File: config.mk
export PLATFORM = sky130hd
export DESIGN_NAME = parity_check_fsm
export DESIGN_NICKNAME = d
export VERILOG_FILES = /design/src/rtl/parity_check_fsm.sv
export SDC_FILE = /design/constraint.sdc
export NUM_CORES = 1
export LEC_CHECK = 0
export BUFFER_PORTS_ARGS = -buffer_cell sky130_fd_sc_hd__buf_2
export CAP_MARGIN = 20
export CORE_ASPECT_RATIO = 0.8
export CORE_MARGIN = 2
export CORE_UTILIZATION = 54
export CTS_CLUSTER_SIZE = 28
export DETAILED_ROUTE_END_ITERATION = 10
export PLACE_DENSITY = 0.76
export SKIP_LAST_GASP = 1
export SLEW_MARGIN = 20
export SYNTH_ARGS = -nofsm -noshare
export SYNTH_HDL_FRONTEND = slang
export SYNTH_SLANG_ARGS = --single-unit
File: constraint.sdc
create_clock -name clk -period 1.6 [get_ports clk]
set_input_delay 0.08 -clock clk [delete_from_list [all_inputs] [get_ports clk]]
set_output_delay 0.08 -clock clk [all_outputs]
set_load 0.02 [all_outputs]
File: src/rtl/parity_check_fsm.sv
// Serial parity checker: shifts in an LSB-first frame and a parity bit, then reports the word and the check result.
// Optional saturating parity-error counter is built when PARITY_CHECK_ERRCNT_EN is defined.
module parity_check_fsm #(
    parameter int unsigned DATA_BITS  = 8,
    parameter bit          ODD_PARITY = 1'b0
) (
    input  logic                 clk,
    input  logic                 rst,
    input  logic                 din,
    input  logic                 din_valid,
    input  logic                 start,
    output logic [DATA_BITS-1:0] data_out,
    output logic                 frame_valid,
    output logic                 parity_err,
    output logic                 frame_abort,
    output logic                 busy,
    output logic [7:0]           err_count
);

    localparam int unsigned CW = $clog2(DATA_BITS + 1);

    localparam logic [1:0] IDLE   = 2'd0;
    localparam logic [1:0] DATA   = 2'd1;
    localparam logic [1:0] PARITY = 2'd2;

    // A one-bit frame has no DATA phase: bit 0 is also the last data bit.
    localparam logic [1:0] FIRST_NEXT = (DATA_BITS == 1) ? PARITY : DATA;

    logic [1:0]           state;
    logic [CW-1:0]        cnt;
    logic                 par;
    logic [DATA_BITS-1:0] shreg;
    logic                 restart;
    logic                 frame_err;

    assign restart   = din_valid & start;
    assign frame_err = par ^ din ^ ODD_PARITY;

    always_ff @(posedge clk) begin
        if (rst) begin
            state       <= IDLE;
            cnt         <= '0;
            par         <= 1'b0;
            shreg       <= '0;
            data_out    <= '0;
            frame_valid <= 1'b0;
            parity_err  <= 1'b0;
            frame_abort <= 1'b0;
            busy        <= 1'b0;
`ifdef PARITY_CHECK_ERRCNT_EN
            err_count   <= '0;
`endif
        end else begin
            frame_valid <= 1'b0;
            frame_abort <= 1'b0;
            if (restart) begin
                // A start always begins a new frame; any frame in flight is dropped.
                frame_abort <= (state != IDLE);
                shreg       <= '0;
                shreg[0]    <= din;
                par         <= din;
                cnt         <= CW'(1);
                state       <= FIRST_NEXT;
                busy        <= 1'b1;
            end else if (din_valid) begin
                case (state)
                    DATA: begin
                        for (int unsigned i = 0; i < DATA_BITS; i++) begin
                            if (CW'(i) == cnt) shreg[i] <= din;
                        end
                        par <= par ^ din;
                        cnt <= cnt + CW'(1);
                        if (cnt == CW'(DATA_BITS - 1)) state <= PARITY;
                    end
                    PARITY: begin
                        frame_valid <= 1'b1;
                        parity_err  <= frame_err;
                        data_out    <= shreg;
                        state       <= IDLE;
                        busy        <= 1'b0;
                        cnt         <= '0;
                        par         <= 1'b0;
`ifdef PARITY_CHECK_ERRCNT_EN
                        if (frame_err && (err_count != 8'hFF)) err_count <= err_count + 8'd1;
`endif
                    end
                    default: ;
                endcase
            end
        end
    end

`ifndef PARITY_CHECK_ERRCNT_EN
    assign err_count = '0;
`endif

endmodule

Word-level counts from Yosys, hierarchy flattened
Index checks and enable logic that the tools add are counted.
{"block": "classes", "n_addsub": 1, "n_eq_ne": 12, "n_mux": 18, "bitwise_logic": 4, "n_reduce_logical": 25}
{"operator": "$reduce_and A3 Y1", "n": 11}
{"operator": "$eq A3 B4 Y1 const A", "n": 4}
{"operator": "$mux W1", "n": 14}
{"operator": "$reduce_bool A2 Y1", "n": 6}
{"operator": "$eq A2 B4 Y1 const A", "n": 2}
{"operator": "$pmux W4 S2", "n": 1}
{"operator": "$reduce_and A2 Y1", "n": 3}
{"operator": "$add A4 B1 Y4 const B", "n": 1}
{"operator": "$eq A1 B4 Y1 const A", "n": 1}
{"operator": "$eq A4 B3 Y1 const B", "n": 1}
{"operator": "$logic_not A4 Y1", "n": 1}
{"operator": "$pmux W2 S2", "n": 1}
{"operator": "$reduce_or A2 Y1", "n": 2}
{"operator": "$ne A3 B3 Y1 const B", "n": 1}
{"operator": "$reduce_bool A3 Y1", "n": 1}
{"operator": "$reduce_or A3 Y1", "n": 1}
{"operator": "$eq A2 B1 Y1 const B", "n": 1}
{"operator": "$eq A2 B2 Y1 const B", "n": 1}
{"operator": "$mux W2", "n": 1}
{"operator": "$ne A2 B2 Y1 const B", "n": 1}
{"operator": "$not A1 Y1", "n": 2}
{"operator": "$pmux W1 S2", "n": 1}
{"operator": "$and A1 B1 Y1", "n": 1}
{"operator": "$xor A1 B1 Y1", "n": 1}
{"block": "totals", "regBits": 27, "in_bits": 5, "out_inout_bits": 20, "elab_cells": 78}

Depth between registers and ports, before layout
{"block": "depth", "depth_word": 5, "depth_mapped": 7, "mapped_depth_nobuf": 5}

Worst setup path before layout
Ideal clock, no wire load.
{"block": "synth_timing", "path_type": "register to register", "from": "register cnt[0]", "to": "register cnt[2]", "setup_time_ns": 0.066, "arrival_time_ns": 1.359, "required_time_ns": 1.534, "setup_slack_ns": 0.175, "stages_incl_launch_ff": 5, "n_path_buf": 0, "synth_period_minus_slack_ns": 1.425, "path_cell_list": "dfxtp_1 > ha_1 > inv_2 > or4_4 > a21oi_2"}
{"block": "synth_via", "elab_chain_cells": 2}
{"element": "from (decl)", "line_no": "30", "rtl": "logic [CW-1:0] cnt;"}
{"element": "from (signal assigned)", "line_no": "72", "rtl": "cnt <= cnt + CW'(1);"}
{"element": "$add A4 B1 Y4", "line_no": "72"}
{"element": "$pmux W4 S2", "line_no": "66", "rtl": "case (state)"}
Every way passes these cells.
A chain may end at the register's enable or synchronous reset.

Final worst setup path
{"block": "layout_timing", "from": "register state[0]", "to": "register cnt[3]"}
{"block": "layout_via", "elab_chain_cells": 3, "elab_cells_between_ends": 5, "classes_between": "eq/ne (2); mux (1); reduce/logical (2)"}
{"element": "from (decl)", "line_no": "29", "rtl": "logic [1:0] state;"}
{"element": "from (signal assigned)", "line_no": "41", "rtl": "state <= IDLE;"}
{"element": "from (signal assigned)", "line_no": "63", "rtl": "state <= FIRST_NEXT;"}
{"element": "from (signal assigned)", "line_no": "73", "rtl": "if (cnt == CW'(DATA_BITS - 1)) state <= PARITY;"}
{"element": "$eq A2 B1 Y1 / $eq A2 B2 Y1 (equally long branches)", "line_no": "66"}
{"element": "$reduce_bool A2 Y1 (no line)"}
{"element": "$reduce_and A2 Y1 (no line)"}
Several ways; a longest one is shown, not always the timed one.

==> out/summary.txt <==
Category of the worst setup path launch point = register
Met2 demand-to-capacity share in global routing = 0.3188
Final Slew Violations = 0
Adder-cell share of the synthesized area = 0.06530
Top-area cell type share of the netlist area = 0.4030
Signal arrival time at the worst endpoint = 1.80 ns
Share of async-settable or async-resettable flops after synthesis = 0
Fin util = 0.6042
Worst reg2reg setup slack = 0.06 ns
Sequential fraction of the synthesis area = 0.4030
Setup clock skew after layout = 0.006032 ns
Origin of the critical flop-to-flop path = state[0]
Largest area contributor in the synthesized netlist = dfxtp_1
Quantity of I/O buffers inserted on ports = 16
Period Utilization, post-route = 0.9623
Routed WL per cell = 12.95 um
Result of the run = complete, no violations
Share of synthesized cell area in and, or, nand and nor gates = 0.1819
Share of the synthesized area in compound gates (AO/OA/AOI/OAI) = 0.1465
Die area = 2901 um^2
Reg-to-Reg End = cnt[3]
Number of top-level design ports = 25
Hold path cells = 3
Cell depth of the worst flop-to-flop path = 5
Leakage power total = 0.6382 nW
Maximum clock frequency = 649.5 MHz
Netlist Area Pre-Place = 1341 um^2
Global-route met1 utilization = 0.2350
Number of DRC markers after the initial detailed-route iteration = 26
Hold Startpoint = din
Layout net count = 178
DP Wirelength = 1839 um
CTS clock-pin slew for the worst setup and hold paths = 0.15 ns
Largest net degree at the start of global routing = 19
Number of endpoints failing setup at the final stage = 0
Warnings, synthesis = 0
DP Worst Slack = 0.07803 ns
Top post-synthesis cells by area = dfxtp_1 40%, mux2i_1 7.5%, ha_1 6.5%, buf_4 5.6%, a21oi_1 4.9%
Relative area change from synthesis to final layout = 8.209%
Core footprint = 2402 um^2
Cell chosen for the clock root = clkbuf_4
Wire length of the first global-routing pass = 4353 um
GP Congestion = 0.8425
Initial cell density of the core = 0.5583
Max IR drop VDD = 0.5143 mV
Hold Path Class = input port to register
DRT Wirelength = 2486 um
Vias = 1092
DR pass1 iterations = 4
Post-synthesis cell type count = 35
Clock tree from TritonCTS = done
Pwr Total = 0.001100 W
Maximum number of buffers from clock root to sink = 2
Overall track demand over capacity in global routing = 0.1897
Row count = 16
Clock buffers created by TritonCTS = 3
Worst Setup Slack, final = 0.06032 ns
CP Data Required Time = 1.86 ns
Areal power density over the cells = 757.9 nW/um^2
Share of synthesized area spent on multiplexers = 0.07463
Maximum fanout encountered on the critical timing path = 5
Most Crowded Layer GR = met2
Post-synth EDFFs = 0
Vias in the first global route = 1033
Combinational family with the most area after synthesis = simple AND/OR/NAND/NOR gates
Die outline width = 59.72 um
Number of diodes = 0
Xor/xnor share of the synthesized area = 0.006530
Kind of capture point of the worst setup path = register
Fraction of layout cells with a size suffix above 1 = 0.2061
Count of mapped cells out of synthesis = 152
Post-route DRC = 0
Fin crit period = 1.540 ns
Number of hold violations in the final report = 0
Final-layout fill cell count = 202
Clock insertion delay at the later pin of the skew report = 0.32 ns
Number of violations of the max-capacitance limit = 0
TritonCTS Sinks = 27
Hold Slack = 0.09747 ns
Level count of the clock H-tree = 1
Height of the die = 48.58 um
Critical setup path kind = register to register
Met3 usage = 0.05348
Antenna violations before repair = 0
Main flop type after synthesis = dfxtp_1
Avg Cell Area, Syn = 8.824 um^2
Remaining global-route overflow = 0
Hold endpoint = shreg[4]
ANT nets after route = 0
Avg Vias per Cell = 5.688
Flop and latch count out of synthesis = 27
per-layer routing:
metal | share of wire | vias to the layer above
li1 | - | 537
met1 | 0.47 | 522
met2 | 0.47 | 31
met3 | 0.048 | 2
met4 | 0.0093 | 0
met5 | 0 | -
worst max-delay path, cell delays in order, from the launching register on:
cell and delay (ns):
dfxtp_2 0.37, inv_1 0.06, ha_1 0.30, nand2_1 0.11, or4_1 0.49, a21oi_1 0.15
layout make-up:
| cell class | count | area [um^2] | area share |
|---|---|---|---|
| multi-input combinational | 103 | 676.9 | 0.4664 |
| sequential | 27 | 543.0 | 0.3741 |
| timing repair buffer | 21 | 130.1 | 0.08966 |
| inverter | 10 | 37.54 | 0.02586 |
| tap | 27 | 33.78 | 0.02328 |
| clock buffer | 3 | 22.52 | 0.01552 |
| clock inverter | 1 | 7.507 | 0.005172 |
how the worst max path moves through the flow:
stage | startpoint | to
2_1_floorplan | cnt[0] | cnt[2]
3_3_place_gp | state[1] | state[1]
3_5_place_dp | state[0] | cnt[3]
4_1_cts | state[0] | cnt[3]
5_1_grt | state[1] | cnt[3]
6_report | state[0] | cnt[3]
power by group:
part	switching, W	total [W]	internal (W)
logic	0.0000756	0.000112	0.0000365
clock network	0.000201	0.000297	0.0000955
registers	0.00000831	0.000691	0.000683
timing repair:
item | CTS | global route
endpoints found under the hold margin | 0 | 0
resized for setup | 0 | 5
setup buffers | 0 | 1
hold buffers | 0 | 0
endpoints found under the setup margin | 0 | 6
cell usage in the layout (no fill, tap or decap), types with 2 or more instances in the layout:
| cell | synthesis | layout |
|---|---|---|
| o21ai_0 | 13 | 13 |
| dfxtp_1 | 27 | 25 |
| a21oi_1 | 13 | 13 |
| buf_4 | 10 | 4 |
| nor3b_1 | 2 | 2 |
| nand2_1 | 7 | 7 |
| a31oi_1 | 2 | 2 |
| ha_1 | 7 | 6 |
| nor2_1 | 11 | 11 |
| clkbuf_4 | 0 | 3 |
| nand2b_1 | 3 | 3 |
| mux2i_1 | 10 | 10 |
| buf_2 | 4 | 16 |
| nand4_1 | 2 | 2 |
| conb_1 | 1 | 8 |
| nand4b_1 | 2 | 2 |
| inv_1 | 9 | 9 |
| nand3_1 | 8 | 8 |
| dfxtp_2 | 0 | 2 |
flip-flops by register name (all words and copies together), names as in the netlist:
name,count
frame_valid,1
data_out,8
par,1
frame_abort,1
shreg,8
cnt,4
busy,1
parity_err,1
state,2
metrics by stage:
stage	std cells	setup TNS (ns)	instance area, um^2
6_report	192	0	1451
5_1_grt	192	-0.01344	1451
4_1_cts	191	0	1431
3_5_place_dp	187	0	1401
3_3_place_gp	187	0	1401
2_1_floorplan	159	0	1368
cells by family after synthesis:
logic type / after synthesis
and+or+nand+nor: 43
adders and majority gates: 7
DFF: 27
muxes: 10
buffers and inverters: 29
AOI/OAI and AO/OA: 34
xor gates and xnor gates: 1
other: 1
synth_stat cells, types with 2 or more instances:
cell	n
a21oi_1	13
a31oi_1	2
buf_2	4
buf_4	10
clkbuf_1	3
dfxtp_1	27
ha_1	7
inv_1	9
mux2i_1	10
nand2_1	7
nand2b_1	3
nand3_1	8
nand4_1	2
nand4b_1	2
nor2_1	11
nor3b_1	2
nor4bb_1	2
o21ai_0	13
(Power assumes the default switching activity.)
